File: config.mk
export PLATFORM = sky130hd
export DESIGN_NAME = quiz_round_controller_flat
export DESIGN_NICKNAME = d
export VERILOG_FILES = /design/src/rtl/quiz_round_controller_if.sv /design/src/rtl/quiz_round_controller.sv /design/src/flat_wrapper.sv
export SDC_FILE = /design/constraint.sdc
export NUM_CORES = 1
export LEC_CHECK = 0
export ABC_AREA = 1
export CAP_MARGIN = 0
export CORE_MARGIN = 1
export CORE_UTILIZATION = 54
export DETAILED_ROUTE_END_ITERATION = 8
export PLACE_DENSITY = 0.74
export REMOVE_ABC_BUFFERS = 1
export SYNTH_ARGS = -nofsm -noshare
export SYNTH_HDL_FRONTEND = slang
export SYNTH_SLANG_ARGS = --single-unit
File: constraint.sdc
create_clock -name clk_50M -period 1.6 [get_ports clk_50M]
set_input_delay 0.16 -clock clk_50M [delete_from_list [all_inputs] [get_ports clk_50M]]
set_output_delay 0.16 -clock clk_50M [all_outputs]
set_load 0.02 [all_outputs]
File: src/rtl/quiz_round_controller_if.sv
// Signal bundle between the quiz host/player panel and the round controller.
// The master side owns the buttons; the slave side (the controller) owns the display/result outputs.
interface quiz_round_controller_if;
  logic       host_start;
  logic       host_clear;
  logic [3:0] buzz;
  logic [9:0] count_out;
  logic       error_flag;
  logic [1:0] winner;
  logic       winner_valid;

  modport master (
    output host_start, host_clear, buzz,
    input  count_out, error_flag, winner, winner_valid
  );

  modport slave (
    input  host_start, host_clear, buzz,
    output count_out, error_flag, winner, winner_valid
  );
endinterface

File: src/rtl/quiz_round_controller.sv
// One answer round of the quiz buzzer: button conditioning, buzz arbitration,
// per-second countdown and early-press foul detection feeding the scan display.
module quiz_round_controller #(
  parameter int unsigned TICK_DIV    = 50000000,
  parameter int unsigned ANSWER_TIME = 30
) (
  input  logic                  clk_50M,
  input  logic                  rst_n,
  quiz_round_controller_if.slave bus
);

  localparam int unsigned PRESC_W     = (TICK_DIV > 1) ? $clog2(TICK_DIV) : 1;
  localparam logic [PRESC_W-1:0] PRESC_LAST = PRESC_W'(TICK_DIV - 1);
  localparam logic [9:0]         COUNT_INIT = 10'(ANSWER_TIME);

  typedef enum logic [2:0] {
    S_IDLE    = 3'd0,
    S_RUN     = 3'd1,
    S_LOCK    = 3'd2,
    S_FOUL    = 3'd3,
    S_TIMEOUT = 3'd4
  } state_t;

  // Button bit layout: [5] host_clear, [4] host_start, [3:0] buzz.
  logic [5:0] btn_raw;
  logic [5:0] btn_meta;
  logic [5:0] btn_sync;
  logic [5:0] btn_prev;
  logic [5:0] btn_rise;

  assign btn_raw = {bus.host_clear, bus.host_start, bus.buzz};

  // NOTE: sequential state uses non-blocking assignments so every flop samples
  // the pre-edge value of its neighbours; blocking here would collapse the chain.
  // Resetting to all 1s makes a button held through reset look already-pressed.
  always_ff @(posedge clk_50M or negedge rst_n) begin
    if (!rst_n) begin
      btn_meta <= '1;
      btn_sync <= '1;
      btn_prev <= '1;
    end else begin
      btn_meta <= btn_raw;
      btn_sync <= btn_meta;
      btn_prev <= btn_sync;
    end
  end

  assign btn_rise = btn_sync & ~btn_prev;

  logic       clear_rise;
  logic       start_rise;
  logic [3:0] buzz_rise;
  logic       buzz_any;
  logic [1:0] buzz_idx;

  assign clear_rise = btn_rise[5];
  assign start_rise = btn_rise[4];
  assign buzz_rise  = btn_rise[3:0];
  assign buzz_any   = |buzz_rise;

  // NOTE: every combinational output gets a default first, so no path leaves
  // it unassigned and no latch is inferred.
  always_comb begin
    buzz_idx = 2'd0;
    for (int i = 3; i >= 0; i--) begin
      if (buzz_rise[i]) buzz_idx = 2'(i);
    end
  end

  state_t             state_q;
  logic [PRESC_W-1:0] presc_q;
  logic [9:0]         count_q;
  logic               error_q;
  logic [1:0]         winner_q;
  logic               valid_q;

  always_ff @(posedge clk_50M or negedge rst_n) begin
    if (!rst_n) begin
      state_q  <= S_IDLE;
      presc_q  <= '0;
      count_q  <= COUNT_INIT;
      error_q  <= 1'b0;
      winner_q <= 2'd0;
      valid_q  <= 1'b0;
    end else if (clear_rise) begin
      state_q  <= S_IDLE;
      presc_q  <= '0;
      count_q  <= COUNT_INIT;
      error_q  <= 1'b0;
      winner_q <= 2'd0;
      valid_q  <= 1'b0;
    end else begin
      unique case (state_q)
        S_IDLE: begin
          count_q <= COUNT_INIT;
          if (buzz_any) begin
            state_q  <= S_FOUL;
            winner_q <= buzz_idx;
            valid_q  <= 1'b1;
            error_q  <= 1'b1;
          end else if (start_rise) begin
            state_q <= S_RUN;
            presc_q <= '0;
          end
        end

        S_RUN: begin
          if (buzz_any) begin
            // Buzz beats a coinciding tick: the displayed time freezes as-is.
            state_q  <= S_LOCK;
            winner_q <= buzz_idx;
            valid_q  <= 1'b1;
          end else if (presc_q == PRESC_LAST) begin
            presc_q <= '0;
            if (count_q <= 10'd1) begin
              count_q <= 10'd0;
              state_q <= S_TIMEOUT;
            end else begin
              count_q <= count_q - 10'd1;
            end
          end else begin
            presc_q <= presc_q + 1'b1;
          end
        end

        S_LOCK, S_FOUL, S_TIMEOUT: begin
          // Result stays on display until the host clears the round.
        end

        default: begin
          state_q  <= S_IDLE;
          presc_q  <= '0;
          count_q  <= COUNT_INIT;
          error_q  <= 1'b0;
          winner_q <= 2'd0;
          valid_q  <= 1'b0;
        end
      endcase
    end
  end

  assign bus.count_out    = count_q;
  assign bus.error_flag   = error_q;
  assign bus.winner       = winner_q;
  assign bus.winner_valid = valid_q;

endmodule

File: src/flat_wrapper.sv
// flat-port wrapper written by rule: the top's interface ports become plain ports
module quiz_round_controller_flat 
#(
  parameter int unsigned TICK_DIV    = 50000000,
  parameter int unsigned ANSWER_TIME = 30
)
  (clk_50M, rst_n, bus_host_start, bus_host_clear, bus_buzz, bus_count_out, bus_error_flag, bus_winner, bus_winner_valid);
  quiz_round_controller_if bus_i ();
  input  logic clk_50M;
  input  logic rst_n;
  input wire logic [$bits(bus_i.host_start)-1:0] bus_host_start;
  input wire logic [$bits(bus_i.host_clear)-1:0] bus_host_clear;
  input wire logic [$bits(bus_i.buzz)-1:0] bus_buzz;
  output wire logic [$bits(bus_i.count_out)-1:0] bus_count_out;
  output wire logic [$bits(bus_i.error_flag)-1:0] bus_error_flag;
  output wire logic [$bits(bus_i.winner)-1:0] bus_winner;
  output wire logic [$bits(bus_i.winner_valid)-1:0] bus_winner_valid;
  assign bus_i.host_start = bus_host_start;
  assign bus_i.host_clear = bus_host_clear;
  assign bus_i.buzz = bus_buzz;
  assign bus_count_out = bus_i.count_out;
  assign bus_error_flag = bus_i.error_flag;
  assign bus_winner = bus_i.winner;
  assign bus_winner_valid = bus_i.winner_valid;
  quiz_round_controller #(.TICK_DIV(TICK_DIV), .ANSWER_TIME(ANSWER_TIME)) u_core (.clk_50M(clk_50M), .rst_n(rst_n), .bus(bus_i));
endmodule
==> impl_metrics.ini <==
[power_and_ir_drop]
switchingPower_uw = 2860
swShare_pct = 41.3
p_per_area_mw_per_mm2 = 1410
p_leak_uw = 0.00232
peakVddDrop_mv = 1.17
pwr-share-seq_pct = 28.0
power_frac_comb_pct = 51.1
clock_power_share_pct = 20.9
intPower_uw = 4070

[timing]
clock_skew_ps = 15.5
worst_slack_ps = -131
slew_violations = 0
rsz0062_at_grt = true
worst_hold_slack_ps = 199
finalHoldViolations = 0
fmax_mhz = 578
slew_headroom_pct = 75.0
period_share_pct = 108
worstMarginPinSlew_ps = 372
finalSetupViolCount = 29
finalCriticalPeriod_ps = 1730

[placement]
place.gp.congestion = 0.895
dp_slack_ps = -107
place_hpwl_microns = 5900
portBuffers = 21

[clock_tree]
clkSinkCount = 61
clock_path_buffers = 2
cts_root_buffer = clkbuf_8
clk_latency_ps = 360
cts_max_level = 3
path_clk_slew_ps = 80
cts_buffers = 9
cts_tree = yes

[logic_synthesis]
synth_area_per_cell_sq_um = 7.47
ys_ff_latch = 61
synthArstFlopShare_pct = 100
postSynthCellCount = 477
yosys.area.top_type = dfrtp_1
synth.cell_area_sq_mm = 0.00356
synth_flop_cell = dfrtp_1
synth.distinct_cells = 33
yosysMostFrequentCell = nand2_1
yosysWarnings = 0
synth_top_area_share_pct = 27.4
synth_common_cells = 139 x nand2_1, 65 x inv_1, 58 x nor2_1
synth_edf_count = 0
ys_seq_area_share_pct = 43.6
synth.area.top_cells = dfrtp_1 27%, dfstp_2 16%, nand2_1 15%

[detailed_routing]
vias = 3622
post-route-drc-count = 0
wirelength_microns = 9760
dr.pass1.iters = 5
ant_nets = 0
avgRoutedWirePerCell_microns = 14.8
vias_per_cell = 5.50
first_iter_violations = 339

[die]
die_area_sq_mm = 0.00693
ios = 22
start_util_pct = 56.1
core_area_sq_mm = 0.00635
placementRows = 29
fp.dieW_microns = 83.2
die_h_microns = 83.2

[critical_path]
arrival_ps = 1990
cp.required_ps = 1860
crit_type = flop to flop
cp-end-kind = flop
worst_setup_path_start_kind = flop
critPathMaxFanout = 7

[job]
cap_violations = 0

[final_layout]
multi_input_area_sq_mm = 0.00193
final_core_util_pct = 77.4
final_layout_size_suffix_gt1_share_pct = 36.8
num_antenna_cells = 0
regArea_sq_mm = 0.00155
fillers = 420
fin_nets = 587
area_delta_synth_final_pct = 38.0

[grt]
grt_max_degree = 62
grt_overflow = 0
grt_pass1_wl_microns = 15200
antenna_found_initial = 0
grt_use_total_pct = 27.7
grt_pass1_vias = 3386

[run_status]
outcome = finished with violations
violations = negative setup slack

[hold_path]
hold_path.class = primary input to flop
final cells by class:
type | count | share of cell area (%)
multi-input combinational | 340 | 39.2
sequential | 61 | 31.6
clock buffer | 9 | 2.52
timing repair buffer | 94 | 17.6
inverter | 70 | 5.50
tap | 77 | 1.96
clock inverter | 7 | 1.60
final timing paths:
kind | startpoint | endpoint | slack [ps] | cells past startpoint
worst max-delay path | u_core.btn_prev[2] | u_core.presc_q[18] | -130 | 13
worst min-delay path | bus_buzz[3] | u_core.btn_meta[3] | 200 | 1
worst max register to register | u_core.btn_prev[2] | u_core.presc_q[18] | -130 | 13
worst min register to register | u_core.btn_sync[4] | u_core.btn_prev[4] | 360 | 0
max in group asynchronous | rst_n | u_core.bus.count_out[1] | 950 | 3
min in group asynchronous | rst_n | u_core.bus.count_out[0] | 340 | 3
what timing repair did:
item,in CTS,in global routing
setup buffers,10,10
gates resized for setup,48,55
hold buffers,1,0
setup endpoints to repair,35,47
pin swaps,22,24
gates cloned,3,1
hold endpoints to repair,39,0
sequential cells by signal (all words and copies together), names as in the netlist:
name and count:
u_core.bus.error_flag 1, u_core.btn_meta 6, u_core.state_q 3, u_core.presc_q 26, u_core.bus.winner 2, u_core.btn_prev 6, u_core.btn_sync 6, u_core.bus.winner_valid 1
u_core.bus.count_out 10
stage by stage:
step / setup TNS, ps / power [uW] / std cells / instance area (sq um)
after floorplan: -3410 / 3400 / 470 / 3490
after global placement: -386 / 4510 / 619 / 4230
after detailed placement: -1580 / 4580 / 619 / 4230
after CTS: -1460 / 6700 / 649 / 4730
after global routing: -5320 / 7260 / 658 / 4910
final: -2490 / 6930 / 658 / 4910
kinds of logic after synthesis:
| family | count (synthesis) | synth area share [%] |
|---|---|---|
| adder cells (fa/ha/maj) | 3 | 1.05 |
| AO/OA/AOI/OAI | 37 | 6.74 |
| flip-flops | 61 | 43.6 |
| buffers and inverters | 77 | 9.38 |
| AND/OR/NAND/NOR | 292 | 37.5 |
| XOR/XNOR | 7 | 1.72 |
power by group through the flow:
stage               clock [uW]  combinational [uW]  sequential, uW
finish                    1450                3540            1940
global route              1530                3770            1970
CTS                       1450                3310            1940
detailed placement           0                2610            1960
global placement             0                2560            1950
floorplan                    0                1330            2070
placed cells by master, fill, tap and decap left out, types with 11 or more instances in the layout:
master   netlist  routed
nand2_1      139     120
buf_4          0      61
inv_1         65      53
nor2_1        58      46
dfrtp_1       39      39
nand3_1       37      24
dfstp_2       22      22
nor2_2        16      21
nand2_2        5      19
nand4_1       17      17
nand3_2        2      14
inv_2          4      13
o21ai_1        6      11
routing by layer:
metal	wire (microns)	vias up	track usage [%]
met5	0	-	0
met4	287	0	12.7
met1	4100	1737	33.9
li1	-	1699	-
met3	552	40	7.95
met2	4820	146	45.4
critical path: stages (launching register included):
cell,delay (ps)
dfstp_2,520
inv_1,40
nand2_2,80
nand2_4,70
inv_2,70
nand2_4,60
nand2_4,60
nand2_4,70
nor2_8,210
buf_6,130
nand2_4,50
inv_4,90
buf_12,120
nor2_2,40
Note: power is estimated with default switching activity, not from simulation.
